===== config.mk =====
export PLATFORM = sky130hd
export DESIGN_NAME = wb_stage_flat
export DESIGN_NICKNAME = d
export VERILOG_FILES = /design/src/rtl/wb_stage_if.sv /design/src/rtl/wb_stage.sv /design/src/flat_wrapper.sv
export SDC_FILE = /design/constraint.sdc
export NUM_CORES = 1
export LEC_CHECK = 0
export CORE_MARGIN = 2
export CORE_UTILIZATION = 45
export CTS_CLUSTER_SIZE = 28
export DETAILED_ROUTE_END_ITERATION = 8
export PLACE_DENSITY = 0.76
export SYNTH_ARGS = -nofsm -noshare
export SYNTH_HDL_FRONTEND = slang
export SYNTH_SLANG_ARGS = --single-unit

===== constraint.sdc =====
create_clock -name clk -period 4 [get_ports clk]
set_input_delay 0.4 -clock clk [delete_from_list [all_inputs] [get_ports clk]]
set_output_delay 0.4 -clock clk [all_outputs]
set_load 0.02 [all_outputs]

===== src/rtl/wb_stage_if.sv =====
// rtl/wb_stage_if.sv - writeback stage result/register-file bus and ALU result record
package wb_stage_pkg;
    typedef struct packed {
        logic        do_branch;
        logic [31:0] branch_target;
        logic        icache_invalidate;
        logic        register_write;
        logic [4:0]  rd;
        logic [31:0] exe_result;
    } alu_wb_inf_t;
endpackage

interface wb_stage_if #(
    parameter int XLEN  = 32,
    parameter int CNT_W = 64
);
    import wb_stage_pkg::*;

    logic             alu_valid;
    alu_wb_inf_t      alu_wb_inf;
    logic             lsu_valid;
    logic             lsu_register_write;
    logic [4:0]       lsu_rd;
    logic [XLEN-1:0]  lsu_result;
    logic             lsu_ready;
    logic             mdu_valid;
    logic [4:0]       mdu_rd;
    logic [XLEN-1:0]  mdu_result;
    logic             mdu_ready;
    logic             rf_write_en;
    logic [4:0]       rf_rd;
    logic [XLEN-1:0]  rf_wdata;
    logic             wb_do_branch;
    logic [31:0]      wb_branch_target;
    logic             wb_icache_invalidate;
    logic [CNT_W-1:0] instret;

    // master: the execution units and consumers around the stage
    modport master (
        output alu_valid, alu_wb_inf,
        output lsu_valid, lsu_register_write, lsu_rd, lsu_result,
        output mdu_valid, mdu_rd, mdu_result,
        input  lsu_ready, mdu_ready,
        input  rf_write_en, rf_rd, rf_wdata,
        input  wb_do_branch, wb_branch_target, wb_icache_invalidate,
        input  instret
    );

    // slave: the writeback stage itself
    modport slave (
        input  alu_valid, alu_wb_inf,
        input  lsu_valid, lsu_register_write, lsu_rd, lsu_result,
        input  mdu_valid, mdu_rd, mdu_result,
        output lsu_ready, mdu_ready,
        output rf_write_en, rf_rd, rf_wdata,
        output wb_do_branch, wb_branch_target, wb_icache_invalidate,
        output instret
    );
endinterface


===== src/rtl/wb_stage.sv =====
// rtl/wb_stage.sv - writeback merge of ALU/LSU/MDU results, redirect pulse and retire counter
module wb_stage
    import wb_stage_pkg::*;
#(
    parameter int XLEN  = 32,
    parameter int CNT_W = 64
) (
    input  logic       clk,
    input  logic       rst,
    wb_stage_if.slave  bus
);
    logic            lsu_buf_valid;
    logic            lsu_buf_we;
    logic [4:0]      lsu_buf_rd;
    logic [XLEN-1:0] lsu_buf_data;
    logic            mdu_buf_valid;
    logic [4:0]      mdu_buf_rd;
    logic [XLEN-1:0] mdu_buf_data;

    logic            alu_live;
    logic            lsu_take;
    logic            lsu_cand;
    logic            mdu_take;
    logic            mdu_cand;
    logic            lsu_win;
    logic            mdu_win;
    logic            win;
    logic            win_we;
    logic [4:0]      win_rd;
    logic [XLEN-1:0] win_data;
    logic            redirect;

    assign bus.lsu_ready = !lsu_buf_valid;
    assign bus.mdu_ready = !mdu_buf_valid;

    // An ALU result presented during the redirect pulse is younger than the branch.
    assign alu_live = bus.alu_valid && !bus.wb_do_branch;
    assign lsu_take = bus.lsu_valid && !lsu_buf_valid;
    assign mdu_take = bus.mdu_valid && !mdu_buf_valid;
    assign lsu_cand = lsu_buf_valid || lsu_take;
    assign mdu_cand = mdu_buf_valid || mdu_take;
    assign lsu_win  = !alu_live && lsu_cand;
    assign mdu_win  = !alu_live && !lsu_cand && mdu_cand;
    assign win      = alu_live || lsu_win || mdu_win;
    assign redirect = alu_live && bus.alu_wb_inf.do_branch;

    always_comb begin
        win_we   = 1'b0;
        win_rd   = 5'd0;
        win_data = '0;
        if (alu_live) begin
            win_we   = bus.alu_wb_inf.register_write;
            win_rd   = bus.alu_wb_inf.rd;
            win_data = XLEN'(bus.alu_wb_inf.exe_result);
        end else if (lsu_win) begin
            win_we   = lsu_buf_valid ? lsu_buf_we   : bus.lsu_register_write;
            win_rd   = lsu_buf_valid ? lsu_buf_rd   : bus.lsu_rd;
            win_data = lsu_buf_valid ? lsu_buf_data : bus.lsu_result;
        end else if (mdu_win) begin
            win_we   = 1'b1;
            win_rd   = mdu_buf_valid ? mdu_buf_rd   : bus.mdu_rd;
            win_data = mdu_buf_valid ? mdu_buf_data : bus.mdu_result;
        end
    end

    always_ff @(posedge clk) begin
        if (rst) begin
            lsu_buf_valid            <= 1'b0;
            lsu_buf_we               <= 1'b0;
            lsu_buf_rd               <= 5'd0;
            lsu_buf_data             <= '0;
            mdu_buf_valid            <= 1'b0;
            mdu_buf_rd               <= 5'd0;
            mdu_buf_data             <= '0;
            bus.rf_write_en          <= 1'b0;
            bus.rf_rd                <= 5'd0;
            bus.rf_wdata             <= '0;
            bus.wb_do_branch         <= 1'b0;
            bus.wb_branch_target     <= 32'd0;
            bus.wb_icache_invalidate <= 1'b0;
            bus.instret              <= '0;
        end else begin
            // A losing live input parks in its buffer; a winning buffer drains.
            if (lsu_buf_valid && lsu_win) begin
                lsu_buf_valid <= 1'b0;
            end else if (lsu_take && !lsu_win) begin
                lsu_buf_valid <= 1'b1;
                lsu_buf_we    <= bus.lsu_register_write;
                lsu_buf_rd    <= bus.lsu_rd;
                lsu_buf_data  <= bus.lsu_result;
            end

            if (mdu_buf_valid && mdu_win) begin
                mdu_buf_valid <= 1'b0;
            end else if (mdu_take && !mdu_win) begin
                mdu_buf_valid <= 1'b1;
                mdu_buf_rd    <= bus.mdu_rd;
                mdu_buf_data  <= bus.mdu_result;
            end

            bus.rf_write_en <= win && win_we && (win_rd != 5'd0);
            if (win) begin
                bus.rf_rd    <= win_rd;
                bus.rf_wdata <= win_data;
                bus.instret  <= bus.instret + {{(CNT_W-1){1'b0}}, 1'b1};
            end

            bus.wb_do_branch         <= redirect;
            bus.wb_icache_invalidate <= redirect && bus.alu_wb_inf.icache_invalidate;
            if (redirect) begin
                bus.wb_branch_target <= bus.alu_wb_inf.branch_target;
            end
        end
    end
endmodule

===== src/flat_wrapper.sv =====
// flat-port wrapper written by rule: the top's interface ports become plain ports
module wb_stage_flat import wb_stage_pkg::*;
#(
    parameter int XLEN  = 32,
    parameter int CNT_W = 64
)
  (clk, rst, bus_alu_valid, bus_alu_wb_inf, bus_lsu_valid, bus_lsu_register_write, bus_lsu_rd, bus_lsu_result, bus_mdu_valid, bus_mdu_rd, bus_mdu_result, bus_lsu_ready, bus_mdu_ready, bus_rf_write_en, bus_rf_rd, bus_rf_wdata, bus_wb_do_branch, bus_wb_branch_target, bus_wb_icache_invalidate, bus_instret);
  wb_stage_if #(.XLEN(XLEN), .CNT_W(CNT_W)) bus_i ();
  input  logic clk;
  input  logic rst;
  input wire logic [$bits(bus_i.alu_valid)-1:0] bus_alu_valid;
  input wire logic [$bits(bus_i.alu_wb_inf)-1:0] bus_alu_wb_inf;
  input wire logic [$bits(bus_i.lsu_valid)-1:0] bus_lsu_valid;
  input wire logic [$bits(bus_i.lsu_register_write)-1:0] bus_lsu_register_write;
  input wire logic [$bits(bus_i.lsu_rd)-1:0] bus_lsu_rd;
  input wire logic [$bits(bus_i.lsu_result)-1:0] bus_lsu_result;
  input wire logic [$bits(bus_i.mdu_valid)-1:0] bus_mdu_valid;
  input wire logic [$bits(bus_i.mdu_rd)-1:0] bus_mdu_rd;
  input wire logic [$bits(bus_i.mdu_result)-1:0] bus_mdu_result;
  output wire logic [$bits(bus_i.lsu_ready)-1:0] bus_lsu_ready;
  output wire logic [$bits(bus_i.mdu_ready)-1:0] bus_mdu_ready;
  output wire logic [$bits(bus_i.rf_write_en)-1:0] bus_rf_write_en;
  output wire logic [$bits(bus_i.rf_rd)-1:0] bus_rf_rd;
  output wire logic [$bits(bus_i.rf_wdata)-1:0] bus_rf_wdata;
  output wire logic [$bits(bus_i.wb_do_branch)-1:0] bus_wb_do_branch;
  output wire logic [$bits(bus_i.wb_branch_target)-1:0] bus_wb_branch_target;
  output wire logic [$bits(bus_i.wb_icache_invalidate)-1:0] bus_wb_icache_invalidate;
  output wire logic [$bits(bus_i.instret)-1:0] bus_instret;
  assign bus_i.alu_valid = bus_alu_valid;
  assign bus_i.alu_wb_inf = bus_alu_wb_inf;
  assign bus_i.lsu_valid = bus_lsu_valid;
  assign bus_i.lsu_register_write = bus_lsu_register_write;
  assign bus_i.lsu_rd = bus_lsu_rd;
  assign bus_i.lsu_result = bus_lsu_result;
  assign bus_i.mdu_valid = bus_mdu_valid;
  assign bus_i.mdu_rd = bus_mdu_rd;
  assign bus_i.mdu_result = bus_mdu_result;
  assign bus_lsu_ready = bus_i.lsu_ready;
  assign bus_mdu_ready = bus_i.mdu_ready;
  assign bus_rf_write_en = bus_i.rf_write_en;
  assign bus_rf_rd = bus_i.rf_rd;
  assign bus_rf_wdata = bus_i.rf_wdata;
  assign bus_wb_do_branch = bus_i.wb_do_branch;
  assign bus_wb_branch_target = bus_i.wb_branch_target;
  assign bus_wb_icache_invalidate = bus_i.wb_icache_invalidate;
  assign bus_instret = bus_i.instret;
  wb_stage #(.XLEN(XLEN), .CNT_W(CNT_W)) u_core (.clk(clk), .rst(rst), .bus(bus_i));
endmodule

# Yosys cells after proc, flatten, opt, wreduce, memory -nomap -nowiden
# Index checks and enable logic that the tools add are counted.
[op_classes]
addsub = 1
muxes = 14
bitwise = 2
n_reduce_logical = 30
[ops]
columns = ["op", "count"]
rows = [
  ["two-way mux 32 bit", 5],
  ["adder 64 x 1 -> 64 bit, second input constant", 1],
  ["two-way mux 5 bit", 5],
  ["logical AND 1 bit", 14],
  ["zero test 1 bit", 7],
  ["nonzero test 5 bit", 1],
  ["logical OR 1 bit", 4],
  ["two-way mux 1 bit", 4],
  ["AND reduction 2 bit", 2],
  ["OR reduction 2 bit", 2],
  ["NOT 1 bit", 2],
]
[totals]
regBits = 213
in_bits = 152
output_inout_bits = 138
elab_cells = 61

# Depth between registers and ports, before layout
[depth]
word_depth = 11
depth_mapped = 9
depth_no_buf = 6

# Least setup slack after synthesis
# OpenSTA, ideal clock, no wires.
[synth_path]
path_type = "register -> register"
from = "register u_core.bus.instret[0]"
to = "register u_core.bus.instret[40]"
setup_ns = 0.070
t_arrival_ns = 2.205
t_required_ns = 3.930
slack_ns = 1.725
path_stages_with_launch = 9
path_buffers = 2
period_less_slack_ns = 2.275
path_cell_list = "dfxtp_1 -> ha_1 -> nand2_1 -> a31o_1 -> buf_2 -> or4b_1 -> buf_2 -> or3_1 -> a21oi_1"
[synth_via]
elab_chain_len = 1
[synth_lines]
columns = ["element", "line_no", "text"]
rows = [
  ["start: declaration", "wb_stage_if.sv:57", "output instret"],
  ["start signal: assignment", "wb_stage.sv:105", "bus.instret <= bus.instret + {{(CNT_W-1){1'b0}}, 1'b1};"],
  ["adder 64 x 1 -> 64 bit", "wb_stage.sv:105", ""],
]
# Every way passes these cells.
# A chain may end at the register's enable or synchronous reset.

# Worst setup path in the final report
[layout_path]
from = "register u_core.lsu_buf_valid"
to = "output bus_lsu_ready"
[layout_via]
elab_chain_len = 1
[layout_lines]
columns = ["element", "line_no", "text"]
rows = [
  ["start: declaration", "wb_stage.sv:12", "logic lsu_buf_valid;"],
  ["start signal: assignment", "wb_stage.sv:68", "lsu_buf_valid <= 1'b0;"],
  ["start signal: assignment", "wb_stage.sv:85", "lsu_buf_valid <= 1'b0;"],
  ["start signal: assignment", "wb_stage.sv:87", "lsu_buf_valid <= 1'b1;"],
  ["zero test 1 bit", "wb_stage.sv:33", "assign bus.lsu_ready = !lsu_buf_valid;"],
  ["end: declaration", "flat_wrapper.sv:20", "output wire logic [$bits(bus_i.lsu_ready)-1:0] bus_lsu_ready;"],
]
# Every way passes these cells.

==> reports/results.ini <==
[outcome]
status=finished clean

[logic_synthesis]
synth.avg_cell_area_um2=7.829
syn_nets=1384
ys_seq_area_frac=0.4424
postSynthCellCount=1231
yosys_warnings=0
synthesis.area_um2=9638
synth_flop_cell=dfxtp_1
ys_types=51
synthArstFlopShare=0
synth-edff-count=0
ys_ff_latch=213

[global_routing]
overflow=0
grt_pass1_vias=9147
grt_usage=0.2534
grt_max_degree=82
grt_pass1_wl_um=46530
antenna_found_initial=4

[min_path]
min-delay-start=bus_lsu_valid
hold_path_class=in -> reg
hold_depth=3
hold_end=u_core.lsu_buf_valid

[timing]
tightestPinTransition_ns=1.046
timing.hold.ws_ns=0.2404
timing.fmax_mhz=331.9
slew_headroom=0.3022
rsz0062_at_grt=false
timing.final.max_slew_violations=0
finalCritPeriodShare=0.7533
skew_ns=0.01262
setup_viol=0
hold_viol=0
period_needed_ns=3.013
tns_ns=0

[die]
fp.coreArea_um2=21020
die_y_um=150.4
die_area_um2=22610
num_rows=53
io_pins=290
initial_core_util=0.4585
die_x_um=150.4

[placed_design]
hpwl_um=19940
finalWeightedCongestion=0.8654
portBuffers=289

[setup_path]
cp_slowest_cell=clkdlybuf4s50_1
startpoint_type=register
r2r-end=u_core.bus.instret[49]
path_class=reg -> out
cp-end-kind=primary output
reg2reg_depth=6
cp_cell_sequence=clkinv_1 > clkdlybuf4s50_1
path_max_fanout=34
regToRegSetupSlack_ns=1.07
cp_slowest_stage_delay_ns=0.73
critPathRequiredTime_ns=3.60
reg2reg_from=u_core.lsu_buf_valid
arrival_ns=2.61

[cells_and_area]
syn_to_final_growth_pct=38.95
fillers=1832
nets=1614
layout-drive-gt1-share=0.05356
utilization=0.6370

[clock_tree]
cts_resized=0
cts.reportedPaths.clkPinSlew_ns=0.06
postCtsHoldBufs=0
clockRootBuffer=clkbuf_16
postCtsSetupBuffers=0
cts-buffers-inserted=23
htreeDepth=1
cts_buffer_depth=3
cts_tree=yes
cts_num_sinks=213
clkLatencyLatePin_ns=0.50

[power_and_ir_drop]
irDropWorstVdd_mv=0.2863
cellPowerDensity_nw_per_um2=387.8
power_leakage_nw=4.620

[route]
drc=0
initialDrtViolationCount=574
viasPerCell=5.550
drt_pre_antenna_iters=5
dr_total_vias=9741
wirelength_um=29680
final_antenna_net_count=0
routedWlPerCell_um=16.91

[job]
cap_violations=0

[worst max-delay path: cells and delay by family (launching register included)]
family | cells | cell delay [ns]
DFF | 1 | 0.71
buffers and inverters | 2 | 1.40
[cells in the final DEF, fill, tap and decap left out, types with 4 or more instances in the layout]
master           instances
and4_1                   7
nand4_1                 18
clkbuf_8                 4
nor3_1                   8
and3_1                  11
nor4_1                  11
clkbuf_16               23
a211oi_1                32
diode_2                  5
mux2_2                  13
nand3_1                 24
inv_1                   26
xnor2_1                 18
nand2_1                290
clkdlybuf4s50_1        286
clkinv_2                 4
xor2_1                  12
and2_1                   4
mux2i_1                 25
a221oi_1                20
or4_1                   16
dfxtp_1                212
or3_1                   16
nand3b_1                13
o21ai_0                 48
buf_4                   14
a21oi_1                177
clkbuf_1                 5
nor2_1                  60
o31ai_1                 29
[worst max path at each step]
stage	from	end	slack [ns]	cells past startpoint
2_1_floorplan	u_core.bus.instret[0]	u_core.bus.instret[40]	1.72	8
3_5_place_dp	bus_alu_valid	u_core.lsu_buf_data[5]	1.02	6
5_1_grt	u_core.lsu_buf_valid	bus_lsu_ready	0.80	2
6_report	u_core.lsu_buf_valid	bus_lsu_ready	0.99	2
3_3_place_gp	bus_alu_valid	u_core.lsu_buf_data[2]	1.07	6
4_1_cts	u_core.lsu_buf_valid	bus_lsu_ready	1.0	2
[power by group]
| group | internal, W | leakage (nW) | switching (W) |
|---|---|---|---|
| Combinational | 0.000361 | 2.51 | 0.000398 |
| Clock | 0.00132 | 0.376 | 0.000842 |
| Sequential | 0.00222 | 1.74 | 0.0000553 |
| Total | 0.00390 | 4.62 | 0.00130 |
[logic make-up after synthesis]
| group | after synthesis | share of synthesized area |
|---|---|---|
| flops | 213 | 0.4424 |
| mux | 38 | 0.04115 |
| simple gates | 497 | 0.2373 |
| fa+ha+maj | 1 | 0.001298 |
| buf+inv | 127 | 0.05180 |
| xor+xnor | 30 | 0.02726 |
| compound gates | 325 | 0.1988 |
[state kept, by name, indices dropped and copies added, names as in the netlist]
signal	flops
u_core.bus.wb_icache_invalidate	1
u_core.mdu_buf_rd	5
u_core.lsu_buf_data	32
u_core.lsu_buf_valid	1
u_core.bus.wb_branch_target	32
u_core.mdu_buf_valid	1
u_core.bus.rf_rd	5
u_core.bus.rf_write_en	1
u_core.bus.wb_do_branch	1
u_core.bus.instret	64
u_core.lsu_buf_we	1
u_core.lsu_buf_rd	5
u_core.bus.rf_wdata	32
u_core.mdu_buf_data	32
[cells in the mapped netlist, types with 3 or more instances]
library cell	number	area, µm²
nand2_1	290	1089
dfxtp_1	213	4264
a21oi_1	177	885.9
clkbuf_1	77	289.0
nor2_1	61	229.0
o21ai_0	48	240.2
a211oi_1	32	240.2
o31ai_1	29	217.7
inv_1	26	97.59
nand3_1	26	130.1
mux2i_1	25	250.2
a221oi_1	20	175.2
nand4_1	18	112.6
xnor2_1	18	157.7
or3_1	16	100.1
or4_1	16	120.1
mux2_2	13	146.4
nand3b_1	13	97.59
and3_1	12	75.07
xor2_1	12	105.1
buf_1	11	41.29
nor4_1	11	68.82
buf_2	9	45.04
nor3_1	8	40.04
and4_1	7	61.31
and2_1	4	25.02
a311oi_1	3	26.28
o211ai_1	3	22.52
o22ai_1	3	18.77
or4b_1	3	30.03
[through the flow]
step	power, W	setup WS, ns	instances	cell area [µm²]
2_1_floorplan	0.002702	1.725	1231	9638
3_3_place_gp	0.003063	1.070	1711	12620
3_5_place_dp	0.003075	1.023	1711	12620
4_1_cts	0.005217	0.9990	1750	13380
5_1_grt	0.005385	0.7959	1752	13380
6_report	0.005193	0.9869	1755	13390
[layer usage]
| layer | wire length, µm | GRT usage | vias to the layer above |
|---|---|---|---|
| li1 | - | - | 4762 |
| met1 | 12200 | 0.3176 | 4536 |
| met5 | 13 | 0 | - |
| met3 | 2301 | 0.05333 | 74 |
| met2 | 13950 | 0.4195 | 367 |
| met4 | 1207 | 0.1127 | 2 |
[cell type report]
type	count	area, µm²	area share
Clock buffer	32	649.4	0.04849
Tap cell	275	344.1	0.02569
Multi-Input combinational cell	891	4896	0.3656
Sequential cell	213	4265	0.3185
Clock inverter	7	110.1	0.008222
Inverter	28	105.1	0.007848
Antenna cell	5	12.51	0.0009343
Timing Repair Buffer	304	3009	0.2247
(Power assumes the default switching activity.)
